**src/rtl/slowfil_outfifo.sv**
```systemverilog
// Output stage for the slow FIR filter: convergent rounding, saturation to OW bits,
// and a first-word-fall-through FIFO on a valid/ready stream with sticky error flags.
//
// Stream handshake: o_valid means o_data holds the FIFO head; a word is consumed on
// every rising edge where o_valid && i_ready. i_ready while o_valid is low has no effect.
module slowfil_outfifo #(
   parameter int IW     = 31,
   parameter int SHIFT  = 8,
   parameter int OW     = 16,
   parameter int LGFIFO = 4
) (
   input  logic                 i_clk,
   input  logic                 i_reset,
   input  logic                 i_ce,
   input  logic [IW-1:0]        i_result,
   input  logic                 i_clear,
   output logic                 o_valid,
   input  logic                 i_ready,
   output logic [OW-1:0]        o_data,
   output logic [LGFIFO:0]      o_fill,
   output logic                 o_sat,
   output logic                 o_dropped
);

   localparam int TW    = IW - SHIFT;
   localparam int RW    = TW + 1;
   localparam int DEPTH = 1 << LGFIFO;

   localparam logic signed [RW-1:0] MAX_V  = RW'((64'sd1 <<< (OW-1)) - 64'sd1);
   localparam logic signed [RW-1:0] MIN_V  = RW'(-(64'sd1 <<< (OW-1)));
   localparam logic [OW-1:0]        SAT_HI = {1'b0, {(OW-1){1'b1}}};
   localparam logic [OW-1:0]        SAT_LO = {1'b1, {(OW-1){1'b0}}};

   logic signed [RW-1:0] rnd_w;

   // One guard bit above the truncated value keeps the round-up increment from wrapping.
   generate
      if (SHIFT == 0) begin : g_pass
         assign rnd_w = {i_result[IW-1], i_result};
      end else begin : g_round
         localparam logic [SHIFT-1:0] HALF = SHIFT'(1 << (SHIFT-1));
         logic [TW-1:0]    trunc;
         logic [SHIFT-1:0] frac;
         logic             up;
         assign trunc = i_result[IW-1:SHIFT];
         assign frac  = i_result[SHIFT-1:0];
         assign up    = (frac > HALF) || ((frac == HALF) && trunc[0]);
         assign rnd_w = {trunc[TW-1], trunc} + RW'(up);
      end
   endgenerate

   logic                 s1_valid_q, s1_valid_d;
   logic signed [RW-1:0] s1_data_q, s1_data_d;
   logic                 s2_valid_q, s2_valid_d;
   logic [OW-1:0]        s2_data_q, s2_data_d;
   logic [LGFIFO:0]      wr_ptr_q, wr_ptr_d, rd_ptr_q, rd_ptr_d;
   logic                 sat_q, sat_d, drop_q, drop_d;
   logic [OW-1:0]        mem_q [DEPTH];

   logic clamp_hi, clamp_lo, full, empty, rd_en, wr_en;

   always_comb begin
      s1_valid_d = i_ce;
      s1_data_d  = s1_data_q;
      if (i_ce) s1_data_d = rnd_w;

      clamp_hi   = (s1_data_q > MAX_V);
      clamp_lo   = (s1_data_q < MIN_V);
      s2_valid_d = s1_valid_q;
      s2_data_d  = s1_data_q[OW-1:0];
      if (clamp_hi)      s2_data_d = SAT_HI;
      else if (clamp_lo) s2_data_d = SAT_LO;

      // Pointers carry one extra wrap bit so full and empty are distinguishable.
      empty = (wr_ptr_q == rd_ptr_q);
      full  = (wr_ptr_q[LGFIFO] != rd_ptr_q[LGFIFO]) &&
              (wr_ptr_q[LGFIFO-1:0] == rd_ptr_q[LGFIFO-1:0]);
      rd_en = !empty && i_ready;
      wr_en = s2_valid_q && (!full || rd_en);

      wr_ptr_d = wr_ptr_q + {{LGFIFO{1'b0}}, wr_en};
      rd_ptr_d = rd_ptr_q + {{LGFIFO{1'b0}}, rd_en};

      // A set event on the same edge as i_clear wins.
      sat_d = i_clear ? 1'b0 : sat_q;
      if (s1_valid_q && (clamp_hi || clamp_lo)) sat_d = 1'b1;
      drop_d = i_clear ? 1'b0 : drop_q;
      if (s2_valid_q && full && !rd_en) drop_d = 1'b1;
   end

   always_ff @(posedge i_clk) begin
      if (i_reset) begin
         s1_valid_q <= 1'b0;
         s2_valid_q <= 1'b0;
         wr_ptr_q   <= '0;
         rd_ptr_q   <= '0;
         sat_q      <= 1'b0;
         drop_q     <= 1'b0;
      end else begin
         s1_valid_q <= s1_valid_d;
         s2_valid_q <= s2_valid_d;
         wr_ptr_q   <= wr_ptr_d;
         rd_ptr_q   <= rd_ptr_d;
         sat_q      <= sat_d;
         drop_q     <= drop_d;
      end
      s1_data_q <= s1_data_d;
      s2_data_q <= s2_data_d;
   end

   always_ff @(posedge i_clk) begin
      if (wr_en) mem_q[wr_ptr_q[LGFIFO-1:0]] <= s2_data_q;
   end

   assign o_valid   = !empty;
   assign o_data    = mem_q[rd_ptr_q[LGFIFO-1:0]];
   assign o_fill    = wr_ptr_q - rd_ptr_q;
   assign o_sat     = sat_q;
   assign o_dropped = drop_q;

endmodule

```
**config.mk**
```make
export PLATFORM = sky130hd
export DESIGN_NAME = slowfil_outfifo
export DESIGN_NICKNAME = d
export VERILOG_FILES = /design/src/rtl/slowfil_outfifo.sv
export SDC_FILE = /design/constraint.sdc
export NUM_CORES = 1
export LEC_CHECK = 0
export BUFFER_PORTS_ARGS = -buffer_cell sky130_fd_sc_hd__buf_2
export CAP_MARGIN = 20
export CELL_PAD_IN_SITES_DETAIL_PLACEMENT = 1
export CELL_PAD_IN_SITES_GLOBAL_PLACEMENT = 2
export CORE_MARGIN = 10
export CORE_UTILIZATION = 35
export DETAILED_ROUTE_END_ITERATION = 7
export PLACE_DENSITY_LB_ADDON = 0.1
export SETUP_SLACK_MARGIN = 0.2
export SLEW_MARGIN = 0
export SYNTH_ARGS = -nofsm -noshare
export SYNTH_HDL_FRONTEND = slang
export SYNTH_SLANG_ARGS = --single-unit
export TNS_END_PERCENT = 30
```
**constraint.sdc**
```tcl
create_clock -name i_clk -period 6.45 [get_ports i_clk]
set_clock_uncertainty 0.1 [all_clocks]
set_input_delay 1.29 -clock i_clk [delete_from_list [all_inputs] [get_ports i_clk]]
set_output_delay 1.29 -clock i_clk [all_outputs]
set_load 0.05 [all_outputs]
```
==> metrics <==
status=complete, no violations; Synth cell types=36; critical path endpoint category=output port; Root Driver=clkbuf_16; layout cell share with drive strength beyond 1=26.63%; Hold Path Depth=1; clk buf depth=3; pwr dens=318.8 nW/µm²; GR Util met2=23.30%; FMAX=0.2181 GHz; CTS sink cnt=310; critical path required time=5.06 ns; die area=42,310 µm²; largest family of logic cells by synthesized area=multiplexers; final core utilization=41.83%; Tcrit/Tclk final=71.09%; initial cell density of the core=35.73%; Reg2Reg Setup Slack=2.95 ns; Hold Path Origin=s1_data_q[14]$_DFFE_PP_; drt pass-1 iters=4; # setup viols final=0; simple-gate share of the synthesized area=4.602%; GP Congestion=0.7363; Setup WS pre-CTS=2.309 ns; antenna violations before repair=0; total grt overflow=0; DP HPWL=17.07 mm; fillers=3,229; Initial DRC Count=343; cell count after synthesis=618; H-Tree Depth=1; PostCTS Resize Cnt=0; critical path class=register to output port; multi-input logic area=2889 µm²; syn_area_per_cell=19.53 µm²; DR WL/cell=23.62 µm; GR Layer Usage met3=1.950%; # port buffers=59; CP max FO=46; placed cell count=1,124; Fin. Hold Viols=0; vias in the first global route=6,669; met1 usage=17.52%; Worst Hold End=s2_data_q[14]$_SDFF_PN1_; Max-slew headroom=36.65%; Final TNS setup=0 ns; startpoint types=register; vias post-DR=5,979; pin count of the biggest net entering global routing=47; register area share after synthesis=74.63%; Core ar.=33,780 µm²; Total GRT Usage=13.45%; Rows=67; unrepaired setup endpoints after global routing=no; post-synthesis adder-cell area fraction=1.099%; Area after DPL=13,000 µm²; die width=205.7 µm; Reg clk slew, reported paths=0.06 ns; Critical R2R Capture=mem_q[15][2]$_DFFE_PP_; total power=4.506 mW; Die Ht=205.7 µm; R2R cell count=7; setup ws final=1.865 ns; io pins=60; nets@finish=757; Yosys reg bits=310; Synth Area in XOR/XNOR=2.249%; area growth from synthesis to layout=17.08%; Slew Limit Fails=0; yosys warns=0; FF/Latch Area=9014 µm²; Finished Cell Area=14,130 µm²; Via-to-Cell Ratio=5.050; Worst-Skew Late Latency=0.55 ns; hold crit path type=register to register; Syn Std Cell Area=12,070 µm²; Post-CTS Hold Fix Bufs=0; Arr. time, crit path=3.20 ns; Syn Nets=664; first-pass GRT wire length=42.41 mm; CTS Buf Count=31; Worst VDD drop=0.2192 mV; setup repair bufs after CTS=0; Non-Filler Instances=1,184; total of max-cap violations=0; LEAKAGE=4.702 nW; mux cell area share after synthesis=12.31%; Diodes inserted=0; CTS tree=built; worst hold slack=0.3445 ns; Synth Area in Compound Gates=3.504%; Worst Max-Slew Pin Slew=0.9503 ns; min cycle time layout=4.585 ns; Routed Wire Length=27.97 mm; r2r startpoint=rd_ptr_q[0]$_SDFF_PP0_; DRC=0; Routed Antenna Nets=0; busiest grt layer=met2
==> power breakdown <==
| group | switching (mW) | total (mW) | internal [mW] | leakage [nW] |
|---|---|---|---|---|
| clock network | 0.732 | 1.93 | 1.20 | 0.540 |
| registers | 0.0723 | 2.32 | 2.25 | 2.77 |
| logic | 0.147 | 0.258 | 0.111 | 1.39 |
| total | 0.951 | 4.51 | 3.56 | 4.70 |
==> layout make-up <==
cell class / count / share of cell area [%]
Sequential cell: 310 / 63.78
Multi-Input combinational cell: 270 / 20.44
Clock buffer: 42 / 5.994
Tap cell: 448 / 3.966
Timing Repair Buffer: 86 / 3.639
Clock inverter: 16 / 1.859
Inverter: 12 / 0.3187
==> cells in the final DEF (no fill, tap or decap), drive strengths merged, types with 8 or more instances in the layout <==
master,instances
mux4,64
nand4,8
inv,13
buf,86
ha,9
dfxtp,30
xor2,10
a21o,18
nand3,14
nor2,25
a22oi,32
xnor2,21
clkbuf,42
nand2,29
nor3,8
edfxtp,280
==> per-layer routing <==
metal / up-vias / share of wire, %
met2: 121 / 51
met4: 0 / 1.2
met1: 3153 / 44
met5: - / 0
met3: 18 / 4.7
li1: 2687 / -
==> cell families (layout without fill, tap and decap cells) <==
kind of cell             after synthesis  after routing
multiplexers                          64             64
XOR/XNOR                              31             31
buffers and inverters                 38            156
adder cells (fa/ha/maj)               10             10
flip-flops                           310            310
AND/OR/NAND/NOR                      107            107
AO/OA/AOI/OAI                         58             58
==> worst max-delay path by stage <==
stage	start	end	cells past startpoint
2_1_floorplan	wr_ptr_q[0]$_SDFF_PP0_	o_fill[4]	7
3_3_place_gp	rd_ptr_q[0]$_SDFF_PP0_	o_data[10]	5
3_5_place_dp	rd_ptr_q[0]$_SDFF_PP0_	o_data[10]	5
4_1_cts	rd_ptr_q[0]$_SDFF_PP0_	o_data[10]	5
5_1_grt	rd_ptr_q[0]$_SDFF_PP0_	o_data[10]	5
6_report	rd_ptr_q[0]$_SDFF_PP0_	o_data[10]	5
==> synth_stat cells (all sizes together) <==
cell | n | area [µm²]
nor4 | 5 | 61.31
nor2 | 25 | 93.84
edfxtp | 280 | 8408
a21oi | 4 | 20.02
nand4 | 8 | 56.30
mux4 | 64 | 1486
nand3 | 14 | 75.07
and4 | 2 | 17.52
a22oi | 32 | 240.2
a41oi | 1 | 8.760
o31a | 1 | 8.760
and3 | 2 | 12.51
nor2b | 7 | 43.79
nor3b | 1 | 7.510
nand2b | 2 | 12.51
dfxtp | 30 | 600.6
xor2 | 10 | 87.58
nand3b | 1 | 7.510
xnor2 | 21 | 183.9
ha | 9 | 112.6
and2 | 3 | 18.77
o21ai | 2 | 10.00
fa | 1 | 20.02
nor3 | 8 | 40.04
buf | 14 | 102.6
a21o | 18 | 135.1
inv | 12 | 45.04
nand2 | 29 | 108.9
clkbuf | 12 | 45.04
==> registers in the layout, indices dropped and copies added (netlist names) <==
signal,cells
mem_q,256
o_dropped,1
o_sat,1
rd_ptr_q,5
s1_data_q,24
s1_valid_q,1
s2_data_q,16
s2_valid_q,1
wr_ptr_q,5
==> worst max-delay path: stages, from the launching register on <==
cell and delay (ns):
dfxtp_4 0.97, buf_4 0.52, mux4_1 0.62, a22oi_1 0.21, nand2_1 0.07, buf_2 0.21
Note: power is estimated with default switching activity, not from simulation.
